==> src/rtl/fft_peak_rx_if.sv <==
// FFT result stream plus peak report; master = FFT wrapper / board side, slave = fft_peak_rx.
interface fft_peak_rx_if #(
    parameter int BIN_W = 5
);
    logic             startoftx;
    logic             compoftx;
    logic             top_toggle;
    logic [3:0]       top_real;
    logic [3:0]       top_imag;
    logic [BIN_W-1:0] peak_bin;
    logic [4:0]       peak_mag;
    logic             frame_valid;
    logic             frame_err;
    logic             busy;

    modport master (
        output startoftx, compoftx, top_toggle, top_real, top_imag,
        input  peak_bin, peak_mag, frame_valid, frame_err, busy
    );

    modport slave (
        input  startoftx, compoftx, top_toggle, top_real, top_imag,
        output peak_bin, peak_mag, frame_valid, frame_err, busy
    );
endinterface

==> src/rtl/fft_peak_rx.sv <==
// Per-frame L1 peak search over toggle-strobed FFT bins; result 2 cycles after compoftx; no backpressure, one bin/cycle.
// Optional FFT_PEAK_RX_SKIP_DC_EN excludes bin 0 from the peak search (it is still counted).
module fft_peak_rx #(
    parameter int NBINS = 32,
    parameter int BIN_W = 5
) (
    input  logic         dut_clk,
    input  logic         reset,
    fft_peak_rx_if.slave bus
);

    typedef enum logic [1:0] {IDLE, RECV, DONE} state_t;

    localparam logic [BIN_W:0] NBINS_C = (BIN_W+1)'(NBINS);
    localparam logic [BIN_W:0] CNT_ONE = {{BIN_W{1'b0}}, 1'b1};
`ifdef FFT_PEAK_RX_SKIP_DC_EN
    localparam bit SKIP_DC = 1'b1;
`else
    localparam bit SKIP_DC = 1'b0;
`endif

    function automatic logic [4:0] abs5(input logic [3:0] v);
        logic [4:0] x;
        x = {v[3], v};
        return x[4] ? (~x + 5'd1) : x;
    endfunction

    state_t           state_q, state_d;
    logic [BIN_W:0]   cnt_q, cnt_d;
    logic [4:0]       max_mag_q, max_mag_d;
    logic [BIN_W-1:0] max_bin_q, max_bin_d;
    logic             ovf_q, ovf_d;
    logic             tog_q, tog_d;
    logic             good_q, good_d;
    logic             bad_q, bad_d;
    logic [BIN_W-1:0] peak_bin_q, peak_bin_d;
    logic [4:0]       peak_mag_q, peak_mag_d;
    logic             frame_valid_q, frame_valid_d;
    logic             frame_err_q, frame_err_d;
    logic             busy_q, busy_d;

    logic             tog_ev;
    logic [4:0]       bin_mag;

    assign tog_ev  = bus.top_toggle ^ tog_q;
    assign bin_mag = abs5(bus.top_real) + abs5(bus.top_imag);

    always_comb begin
        state_d       = state_q;
        cnt_d         = cnt_q;
        max_mag_d     = max_mag_q;
        max_bin_d     = max_bin_q;
        ovf_d         = ovf_q;
        tog_d         = bus.top_toggle;
        good_d        = 1'b0;
        bad_d         = 1'b0;
        peak_bin_d    = peak_bin_q;
        peak_mag_d    = peak_mag_q;
        frame_valid_d = good_q;
        frame_err_d   = bad_q;

        // The running max is still intact here: a new start cannot be accepted before this edge.
        if (good_q) begin
            peak_bin_d = max_bin_q;
            peak_mag_d = max_mag_q;
        end

        case (state_q)
            IDLE: begin
                if (bus.startoftx) begin
                    state_d   = RECV;
                    cnt_d     = '0;
                    max_mag_d = '0;
                    max_bin_d = '0;
                    ovf_d     = 1'b0;
                end
            end
            RECV: begin
                if (bus.startoftx) begin
                    cnt_d     = '0;
                    max_mag_d = '0;
                    max_bin_d = '0;
                    ovf_d     = 1'b0;
                end else begin
                    if (tog_ev) begin
                        if (cnt_q < NBINS_C) begin
                            // Strict compare keeps the lowest index on ties.
                            if (!(SKIP_DC && cnt_q == '0) && bin_mag > max_mag_q) begin
                                max_mag_d = bin_mag;
                                max_bin_d = cnt_q[BIN_W-1:0];
                            end
                            cnt_d = cnt_q + CNT_ONE;
                        end else begin
                            ovf_d = 1'b1;
                        end
                    end
                    if (bus.compoftx) begin
                        state_d = DONE;
                    end
                end
            end
            DONE: begin
                if (cnt_q == NBINS_C && !ovf_q) begin
                    good_d = 1'b1;
                end else begin
                    bad_d = 1'b1;
                end
                state_d = IDLE;
            end
            default: state_d = IDLE;
        endcase

        busy_d = (state_d == RECV);
    end

    always_ff @(posedge dut_clk) begin
        if (reset) begin
            state_q       <= IDLE;
            cnt_q         <= '0;
            max_mag_q     <= '0;
            max_bin_q     <= '0;
            ovf_q         <= 1'b0;
            tog_q         <= 1'b0;
            good_q        <= 1'b0;
            bad_q         <= 1'b0;
            peak_bin_q    <= '0;
            peak_mag_q    <= '0;
            frame_valid_q <= 1'b0;
            frame_err_q   <= 1'b0;
            busy_q        <= 1'b0;
        end else begin
            state_q       <= state_d;
            cnt_q         <= cnt_d;
            max_mag_q     <= max_mag_d;
            max_bin_q     <= max_bin_d;
            ovf_q         <= ovf_d;
            tog_q         <= tog_d;
            good_q        <= good_d;
            bad_q         <= bad_d;
            peak_bin_q    <= peak_bin_d;
            peak_mag_q    <= peak_mag_d;
            frame_valid_q <= frame_valid_d;
            frame_err_q   <= frame_err_d;
            busy_q        <= busy_d;
        end
    end

    assign bus.peak_bin    = peak_bin_q;
    assign bus.peak_mag    = peak_mag_q;
    assign bus.frame_valid = frame_valid_q;
    assign bus.frame_err   = frame_err_q;
    assign bus.busy        = busy_q;

endmodule

==> src/flat_wrapper.sv <==
// flat-port wrapper written by rule: the top's interface ports become plain ports
module fft_peak_rx_flat 
#(
    parameter int NBINS = 32,
    parameter int BIN_W = 5
)
  (dut_clk, reset, bus_startoftx, bus_compoftx, bus_top_toggle, bus_top_real, bus_top_imag, bus_peak_bin, bus_peak_mag, bus_frame_valid, bus_frame_err, bus_busy);
  fft_peak_rx_if #(.BIN_W(BIN_W)) bus_i ();
  input  logic dut_clk;
  input  logic reset;
  input wire logic [$bits(bus_i.startoftx)-1:0] bus_startoftx;
  input wire logic [$bits(bus_i.compoftx)-1:0] bus_compoftx;
  input wire logic [$bits(bus_i.top_toggle)-1:0] bus_top_toggle;
  input wire logic [$bits(bus_i.top_real)-1:0] bus_top_real;
  input wire logic [$bits(bus_i.top_imag)-1:0] bus_top_imag;
  output wire logic [$bits(bus_i.peak_bin)-1:0] bus_peak_bin;
  output wire logic [$bits(bus_i.peak_mag)-1:0] bus_peak_mag;
  output wire logic [$bits(bus_i.frame_valid)-1:0] bus_frame_valid;
  output wire logic [$bits(bus_i.frame_err)-1:0] bus_frame_err;
  output wire logic [$bits(bus_i.busy)-1:0] bus_busy;
  assign bus_i.startoftx = bus_startoftx;
  assign bus_i.compoftx = bus_compoftx;
  assign bus_i.top_toggle = bus_top_toggle;
  assign bus_i.top_real = bus_top_real;
  assign bus_i.top_imag = bus_top_imag;
  assign bus_peak_bin = bus_i.peak_bin;
  assign bus_peak_mag = bus_i.peak_mag;
  assign bus_frame_valid = bus_i.frame_valid;
  assign bus_frame_err = bus_i.frame_err;
  assign bus_busy = bus_i.busy;
  fft_peak_rx #(.NBINS(NBINS), .BIN_W(BIN_W)) u_core (.dut_clk(dut_clk), .reset(reset), .bus(bus_i));
endmodule
==> config.mk <==
export PLATFORM = sky130hd
export DESIGN_NAME = fft_peak_rx_flat
export DESIGN_NICKNAME = d
export VERILOG_FILES = /design/src/rtl/fft_peak_rx_if.sv /design/src/rtl/fft_peak_rx.sv /design/src/flat_wrapper.sv
export SDC_FILE = /design/constraint.sdc
export NUM_CORES = 1
export LEC_CHECK = 0
export BUFFER_PORTS_ARGS = -buffer_cell sky130_fd_sc_hd__buf_4
export CORE_MARGIN = 10
export CORE_UTILIZATION = 35
export CTS_BUF_LIST = sky130_fd_sc_hd__clkbuf_8
export DETAILED_ROUTE_END_ITERATION = 7
export GPL_ROUTABILITY_DRIVEN = 0
export PLACE_DENSITY = 0.51
export SLEW_MARGIN = 30
export SYNTH_ARGS = -nofsm -noshare
export SYNTH_HDL_FRONTEND = slang
export SYNTH_SLANG_ARGS = --single-unit
==> constraint.sdc <==
create_clock -name dut_clk -period 6.9 [get_ports dut_clk]
set_input_delay 0.69 -clock dut_clk [delete_from_list [all_inputs] [get_ports dut_clk]]
set_output_delay 0.69 -clock dut_clk [all_outputs]
set_load 0.01 [all_outputs]
# [Word level (Yosys, flattened, before mapping)]
# Cells that the tools add are included.
[classes] bitwise=4 n_mux=29 reduce_logical=8 addsub=4 eq_ne=9 n_lt_le_gt_ge=2
[op_table] cell="5-bit two-way mux" count=11
[op_table] cell="6-bit two-way mux" count=4
[op_table] cell="5-bit case mux with 2 select lines" count=2
[op_table] cell="6-bit case mux with 2 select lines" count=1
[op_table] cell="5-bit by 1-bit adder with 5-bit output (second input constant)" count=2
[op_table] cell="5-bit NOT" count=2
[op_table] cell="3-bit by 2-bit inequality test with 1-bit output (second input constant)" count=3
[op_table] cell="4-bit AND reduction" count=2
[op_table] cell="6-bit by 1-bit adder with 6-bit output (second input constant)" count=1
[op_table] cell="6-bit equality test (second input constant)" count=1
[op_table] cell="6-bit less-than comparator (second input constant)" count=1
[op_table] cell="1-bit two-way mux" count=6
[op_table] cell="2-bit two-way mux" count=3
[op_table] cell="5-bit adder" count=1
[op_table] cell="5-bit > comparator" count=1
[op_table] cell="5-bit AND reduction" count=1
[op_table] cell="2-bit by 1-bit equality test with 1-bit output (second input constant)" count=2
[op_table] cell="2-bit case mux with 2 select lines" count=1
[op_table] cell="3-bit inequality test (second input constant)" count=1
[op_table] cell="2-bit equality test (second input constant)" count=1
[op_table] cell="2-bit zero test" count=1
[op_table] cell="2-bit inequality test (second input constant)" count=1
[op_table] cell="1-bit case mux with 2 select lines" count=1
[op_table] cell="2-bit nonzero test" count=1
[op_table] cell="5 further kinds" count=5
[totals] ff_bits=35 elab_cells=69

# [Longest topological paths before layout]
# Gate-level depths: netlist (run 1).
[logic_depth] depth_word=10 ltp_mapped=14 ltp_nobuf=13

# [Least setup slack after synthesis (run 1)]
# No wires, ideal clock.
[synth_timing] path_kind="input-to-reg" start="input port bus_top_real[0]" end="register u_core.max_bin_q[0]" path_slack_ns=3.744 setup_time_ns=0.117 stages=12 arrival_time_ns=3.038 path_buffers=1 cell_sequence="inv_1 ha_1 nand2_1 o21ai_0 fa_1 a21o_1 a21o_1 ha_1 a21o_1 o211a_1 buf_6 a32o_1"
[synth_between] elab_chain_cells=7
[synth_rtl] item="from (decl)" line="flat_wrapper.sv:14" source="input wire logic [$bits(bus_i.top_real)-1:0] bus_top_real;"
[synth_rtl] item="5-bit NOT" line="fft_peak_rx.sv:25" source="return x[4] ? (~x + 5'd1) : x;"
[synth_rtl] item="5-bit by 1-bit adder with 5-bit output" line="fft_peak_rx.sv:25"
[synth_rtl] item="5-bit two-way mux *" line="fft_peak_rx.sv:25"
[synth_rtl] item="5-bit adder *" line="fft_peak_rx.sv:46" source="assign bin_mag = abs5(bus.top_real) + abs5(bus.top_imag);"
[synth_rtl] item="5-bit > comparator *" line="fft_peak_rx.sv:88" source="if (!(SKIP_DC && cnt_q == '0) && bin_mag > max_mag_q) begin"
[synth_rtl] item="3-bit by 2-bit inequality test with 1-bit output (no line) *"
[synth_rtl] item="5-bit AND reduction (no line) *"
[synth_rtl] item="to (signal assigned)" line="fft_peak_rx.sv:135" source="max_bin_q <= max_bin_d;"
[synth_rtl] item="to (decl)" line="fft_peak_rx.sv:31" source="logic [BIN_W-1:0] max_bin_q, max_bin_d;"
# Mark *: on every way between the ends. The rest lies on a longest branch, timed or not.
# A chain may end at the register's enable or synchronous reset.

# [Final worst setup path (run 1)]
[layout_timing] start="input port bus_top_real[0]" end="register u_core.max_mag_q[0]"
[layout_between] elab_chain_cells=9 elab_cells_between_ends=12 classes_between="add/sub: 2; order compare: 1; eq/ne: 1; mux: 6; bitwise: 1; reduce/logical: 1"
[layout_rtl] item="5-bit NOT" line="fft_peak_rx.sv:25"
[layout_rtl] item="5-bit by 1-bit adder with 5-bit output" line="fft_peak_rx.sv:25"
[layout_rtl] item="5-bit two-way mux *" line="fft_peak_rx.sv:25"
[layout_rtl] item="5-bit adder *" line="fft_peak_rx.sv:46"
[layout_rtl] item="branches (longest 5 deep; another with 5-bit > comparator)"
[layout_rtl] item="to (signal assigned)" line="fft_peak_rx.sv:134" source="max_mag_q <= max_mag_d;"
[layout_rtl] item="to (decl)" line="fft_peak_rx.sv:30" source="logic [4:0] max_mag_q, max_mag_d;"
# Every way passes the cells marked *. The select of a mux whose other input is x is not followed.

==> flow_metrics.tcl, run 1 <==
set metrics [dict create \
    post-dp-hpwl_mm 2.77 \
    total_power_mw 0.458 \
    path_clk_slew_ns 0.08 \
    hold_buffers 0 \
    synth_edf_count 0 \
    fill_cells 475 \
    grt_max_degree 23 \
    diodes 0 \
    dpl_cell_area_mm2 0.00189 \
    core-area_mm2 0.00466 \
    cts_buffers 5 \
    synth_ff_type "dfxtp_1" \
    cts_sinks 35 \
    stdcell_count 251 \
    r2r_cells 6 \
    critPathRequiredTime_ns 7.07 \
    r2r_start "u_core.max_mag_q[4]" \
    overflow 0 \
    avgViaCountPerCell 5.12 \
    setup_slack_ns 3.72 \
    power.density_mw_per_mm2 228 \
    slew_headroom_pct 47.8 \
    holdPathEnd "u_core.bus.frame_err" \
    dr.pass1.iters 4 \
    synth_most_common_cell "dfxtp_1" \
    first_global_vias 1229 \
    synth_commonest_cells "35 x dfxtp_1, 17 x nor2_1, 14 x inv_1" \
    synth-seq-cells 35 \
    grt_pass1_wl_mm 5.82 \
    drc_errors 0 \
    wire_per_inst_um 14.2 \
    min-delay-path-class "reg -> reg" \
    ant_nets 0 \
    postCtsResizedCells 0 \
    drtIter0Drc 52 \
    numPortBuffers 25 \
    rows 25 \
    io_pins 26 \
    hold_depth 1 \
    via_count 1285 \
    whs_ns 0.441 \
    worstSetupStartpointType "primary input" \
    crit_path_end_kind "flop" \
    dp_slack_ns 3.40 \
    syn_avg_cell_area_um2 9.86 \
    ir_drop_mv 0.124 \
    yosys-top-cells-area "dfxtp_1 42%, ha_1 9.8%, a32o_1 6.0%" \
    antenna_found_initial 0 \
    ys.warnings.count 0 \
    fin_skew_ns 0.00797 \
    yosys.cell_types.count 38 \
    worstMarginPinSlew_ns 0.781 \
    yosysSeqAreaShare_pct 42.0 \
    cts_max_path_buffers 2 \
    cts_max_level 2 \
    clk-insertion-delay-late_ns 0.29 \
    grt_use_total_pct 9.60 \
    r2r-end "u_core.max_mag_q[0]" \
    cts_root_buf "clkbuf_8" \
    synthArstFlopShare_pct 0 \
    status "finished, final reports clean" \
    drt-total-wl_mm 3.57 \
    fin_setup_tns_ns 0 \
    hold_violations 0 \
    dieArea_mm2 0.00792 \
    crit_path_max_fanout 10 \
    drive_above_1_share_pct 20.8 \
    netlist_area_mm2 0.00167 \
    max_freq_mhz 315 \
    cts_tree "built" \
    yosys.area.top_type "dfxtp_1" \
    cp_data_arrival_time_ns 3.35 \
    setup_viol 0 \
    finalCoreUtilization_pct 43.0 \
    die_h_um 89.0 \
    dp_cells 243 \
    crit_type "in -> reg" \
    rsz0062_at_grt "false" \
    p_leak_nw 0.828 \
    area_growth_pct 20.3 \
    period_share_pct 46.1 \
    fin_area_mm2 0.00201 \
    cap_violations 0 \
    post_cts_buffers 0 \
    rrSetupSlack_ns 5.16 \
    syn_nets 196 \
    hp-start "u_core.bad_q" \
    fp.dieW_um 89.0 \
    yosys.area.top_type_share_pct 42.0 \
    initial_core_util_pct 35.8 \
    postSynthCellCount 169 \
    min_period_ns 3.18 \
    nNetsFinal 223 \
    maxSlewViolCount 0 \
]
-- worst max-delay path, cell delays in order --
cell      delay (ns)
buf_4           0.10
inv_1           0.04
ha_1            0.28
nand2_1         0.06
o21ai_0         0.14
fa_1            0.48
a21o_1          0.19
a21o_1          0.18
ha_1            0.31
o211ai_1        0.09
a21oi_1         0.21
o211ai_2        0.26
a32o_1          0.32
-- cells by family (layout without fill, tap and decap cells) --
| logic type | after synthesis | count (layout) | synth area share (%) |
|---|---|---|---|
| mux | 10 | 10 | 6.01 |
| fa+ha+maj | 14 | 14 | 11.0 |
| xor+xnor | 6 | 6 | 3.15 |
| flops | 35 | 35 | 42.0 |
| buf+inv | 19 | 47 | 4.88 |
| simple gates | 49 | 49 | 16.7 |
| compound gates | 36 | 36 | 16.3 |
-- cell type report --
cell class	instances	area, um2	share of cell area [%]
Multi-Input combinational cell	115	885	44.1
Clock inverter	3	43.8	2.18
Inverter	14	52.6	2.62
Sequential cell	35	701	34.9
Timing Repair Buffer	25	188	9.36
Clock buffer	5	68.8	3.43
Tap cell	54	67.6	3.37
-- placed cells by master (no fill, tap or decap), types with 3 or more instances in the layout --
cell type	instances
dfxtp_1	35
buf_4	25
nor2_1	17
inv_1	14
ha_1	13
mux2i_1	10
a32o_1	10
a21oi_1	9
a21o_1	5
nand2_1	5
o21ai_0	5
clkbuf_8	5
xnor2_1	4
or3_1	4
nand2b_1	3
nand3_1	3
nor2b_1	3
-- registers in the layout, summed over array words and instances (netlist names) --
| register | flops |
|---|---|
| u_core.bus.busy | 1 |
| u_core.max_mag_q | 5 |
| u_core.frame_valid_d | 1 |
| u_core.state_q | 2 |
| u_core.bus.peak_mag | 5 |
| u_core.bus.peak_bin | 5 |
| u_core.max_bin_q | 5 |
| u_core.cnt_q | 6 |
| u_core.bus.frame_err | 1 |
| u_core.tog_q | 1 |
| u_core.bus.frame_valid | 1 |
| u_core.bad_q | 1 |
| u_core.ovf_q | 1 |
-- worst max path at each step --
| stage | endpoint | cells after the start | start |
|---|---|---|---|
| 6_report | u_core.max_mag_q[0] | 13 | bus_top_real[0] |
| 5_1_grt | u_core.max_mag_q[4] | 13 | bus_top_real[0] |
| 4_1_cts | u_core.max_mag_q[0] | 13 | bus_top_real[0] |
| 3_5_place_dp | u_core.max_mag_q[2] | 13 | bus_top_real[0] |
| 3_3_place_gp | u_core.max_bin_q[1] | 13 | bus_top_real[0] |
| 2_1_floorplan | u_core.max_bin_q[0] | 12 | bus_top_real[0] |
-- where the power goes --
part	total, mW	switching [mW]	internal, mW	leakage [nW]
Clock	0.183	0.0753	0.108	0.0581
Sequential	0.205	0.00151	0.204	0.283
Combinational	0.0694	0.0401	0.0293	0.487
-- layer usage --
layer  vias up  share of wire [%]  GRT usage, %
li1        656                  -             -
met1       596                 46          11.7
met2        26                 45          14.4
met3         7                7.5          4.10
met4         0                1.7          4.34
met5         -                  0             0
No activity file was read; power rests on OpenSTA's default activity.
==> run 2: changes to the inputs <==
Settings changed: ABC_AREA set to 1, PLACE_DENSITY 0.51 to 0.52.
Clock period 6.9 ns to 2.6 ns, I/O delays scaled along.
==> run 2 against run 1 <==
  * Register-to-register slack got worse by 4.3 ns
  * Synthesized area rose by 3.6%
  * Critical path type unchanged
  * Setup slack got worse by 3.6 ns
  * First-iteration DRC count rose by 21%
  * Non-clock buffer count rose by 8
  * Synthesized cell count rose by 31%
  * Clock-buffer cell count did not move
  * Largest cell class unchanged
  * Hold slack got worse by 0.22 ns
==> flow_metrics.tcl, run 2 <==
set metrics [dict create \
    dpl_cell_area_mm2 0.00203 \
    antenna_found_initial 0 \
    min-delay-path-class "in -> reg" \
    ant_nets 0 \
    dr.pass1.iters 4 \
    core-area_mm2 0.00475 \
    max_freq_mhz 409 \
    yosys.area.top_type_share_pct 40.6 \
    numPortBuffers 25 \
    p_leak_nw 0.951 \
    yosys-top-cells-area "dfxtp_1 41%, ha_1 9.4%, nand3_1 8.1%" \
    path_clk_slew_ns 0.06 \
    post-dp-hpwl_mm 2.92 \
    slew_headroom_pct 41.2 \
    via_count 1536 \
    multiInputGateArea_um2 940 \
    power.density_mw_per_mm2 558 \
    overflow 0 \
    synth_ff_type "dfxtp_1" \
    synth_edf_count 0 \
    worstSetupStartpointType "primary input" \
    rows 25 \
    grt_use_total_pct 9.43 \
    synthArstFlopShare_pct 0 \
    yosysSeqAreaShare_pct 40.6 \
    die_h_um 90.2 \
    fin_area_mm2 0.00216 \
    cp_data_arrival_time_ns 2.65 \
    worstMarginPinSlew_ns 0.878 \
    post_cts_buffers 0 \
    status "finished, final reports clean" \
    cts_tree "built" \
    fill_cells 502 \
    netlist_area_mm2 0.00173 \
    largest_reg_flops 6 \
    ir_drop_mv 0.361 \
    postSynthCellCount 221 \
    drtIter0Drc 63 \
    drive_above_1_share_pct 21.2 \
    drt-total-wl_mm 3.84 \
    cts_max_level 2 \
    cts_sinks 35 \
    grt_max_degree 23 \
    ff_latch_area_um2 701 \
    yosys.cell_types.count 26 \
    io_pins 26 \
    wire_per_inst_um 11.9 \
    period_share_pct 94.1 \
    stdcell_count 322 \
    dieArea_mm2 0.00814 \
    min_period_ns 2.45 \
    hold_violations 0 \
    grt_pass1_wl_mm 6.64 \
    ys.warnings.count 0 \
    cap_violations 0 \
    rsz0062_at_grt "true" \
    synth_commonest_cells "35 x dfxtp_1, 29 x inv_1, 28 x nand3_1" \
    layout_commonest_cell "dfxtp_1" \
    cts_max_path_buffers 2 \
    layout_common_cells "35 x dfxtp_1, 33 x buf_4, 30 x inv_1" \
    crit_path_end_kind "flop" \
    crit_path_max_fanout 5 \
    hold_depth 2 \
    diodes 0 \
    fp.dieW_um 90.2 \
    synth_most_common_cell "dfxtp_1" \
    drc_errors 0 \
    dp_cells 315 \
    nNetsFinal 283 \
    syn_avg_cell_area_um2 7.81 \
    r2r_cells 8 \
    fin_skew_ns 0.00563 \
    maxSlewViolCount 0 \
    crit_type "in -> reg" \
    cts_buffers 5 \
    initial_core_util_pct 36.3 \
    first_global_vias 1472 \
    critPathRequiredTime_ns 2.81 \
    yosys.area.top_type "dfxtp_1" \
    synth-seq-cells 35 \
    clk-insertion-delay-late_ns 0.27 \
    cts_root_buf "clkbuf_8" \
    setup_viol 0 \
    regMostFlops "u_core.cnt_q" \
    area_growth_pct 24.9 \
    rrSetupSlack_ns 0.90 \
    syn_nets 248 \
    avgViaCountPerCell 4.77 \
]
==> run 2: cell types whose count changed after synthesis, moves of 10 or more <==
| cell | change |
|---|---|
| inv_1 | +15 |
| a32o_1 | -10 |
| o21ai_0 | +11 |
| a21oi_1 | +13 |
| nand2_1 | +20 |
| nand3_1 | +25 |
| mux2i_1 | -10 |
==> run 2: timing repair <==
action | 4_1_cts | 5_1_grt
setup endpoints to repair | 0 | 10
resized for setup | 0 | 12
hold buffers | 0 | 0
==> run 2: area by class of cell <==
class	instances	area share, %
Clock buffer	5	3.19
Clock inverter	1	0.174
Inverter	30	5.22
Multi-Input combinational cell	151	43.6
Sequential cell	35	32.5
Tap cell	67	3.89
Timing Repair Buffer	33	11.5
==> run 2: routing by layer <==
metal	track usage (%)	vias up	routed length (um)
met4	2.39	0	34
met3	3.33	4	179
met5	0	-	0
met2	15.8	28	1760
met1	11.2	699	1870
li1	-	805	-
==> run 2: cell families (layout without fill, tap and decap cells) <==
kind of cell,after synthesis,in the layout,share of synthesized area [%]
AND/OR/NAND/NOR,90,91,26.0
AO/OA/AOI/OAI,42,42,12.9
buffers and inverters,36,69,7.90
flip-flops,35,35,40.6
adder cells (fa/ha/maj),14,14,10.6
XOR/XNOR,4,4,2.03
==> run 2: final timing paths <==
kind | start | to
hold reg to reg | u_core.bad_q | u_core.bus.frame_err
setup reg to reg | u_core.state_q[0] | u_core.max_bin_q[3]
setup / recovery | bus_top_real[1] | u_core.max_bin_q[3]
hold / removal | bus_compoftx | u_core.state_q[0]
==> run 2: power by group <==
group	internal (mW)	total, mW	switching [mW]
clock network	0.174	0.346	0.172
logic	0.123	0.307	0.184
registers	0.545	0.552	0.00701
total	0.842	1.20	0.363
==> run 2: stage by stage <==
stage | power, mW | worst slack [ns] | hold WS (ns) | utilization, % | TNS [ns]
after floorplan | 0.739 | 0.0795 | 0.350 | - | 0
after global placement | 0.829 | -0.212 | 0.396 | 42.8 | -2.00
after detailed placement | 0.828 | -0.235 | 0.400 | 42.8 | -2.27
after CTS | 1.17 | 0.0459 | 0.210 | 44.3 | 0
after global routing | 1.28 | -0.0504 | 0.215 | 45.4 | -0.323
final | 1.20 | 0.153 | 0.216 | 45.4 | 0
==> run 2: critical path: stages <==
cell	delay [ns]
buf_4	0.11
inv_1	0.06
ha_1	0.15
nor2_2	0.04
xor2_1	0.15
ha_1	0.34
a21oi_2	0.13
nand2_1	0.09
xor2_2	0.16
ha_1	0.28
nand2_1	0.06
nor2_1	0.13
nand2_1	0.09
nand3_2	0.12
nand2_4	0.09
nor2_4	0.14
nand3_1	0.09
a21oi_1	0.16
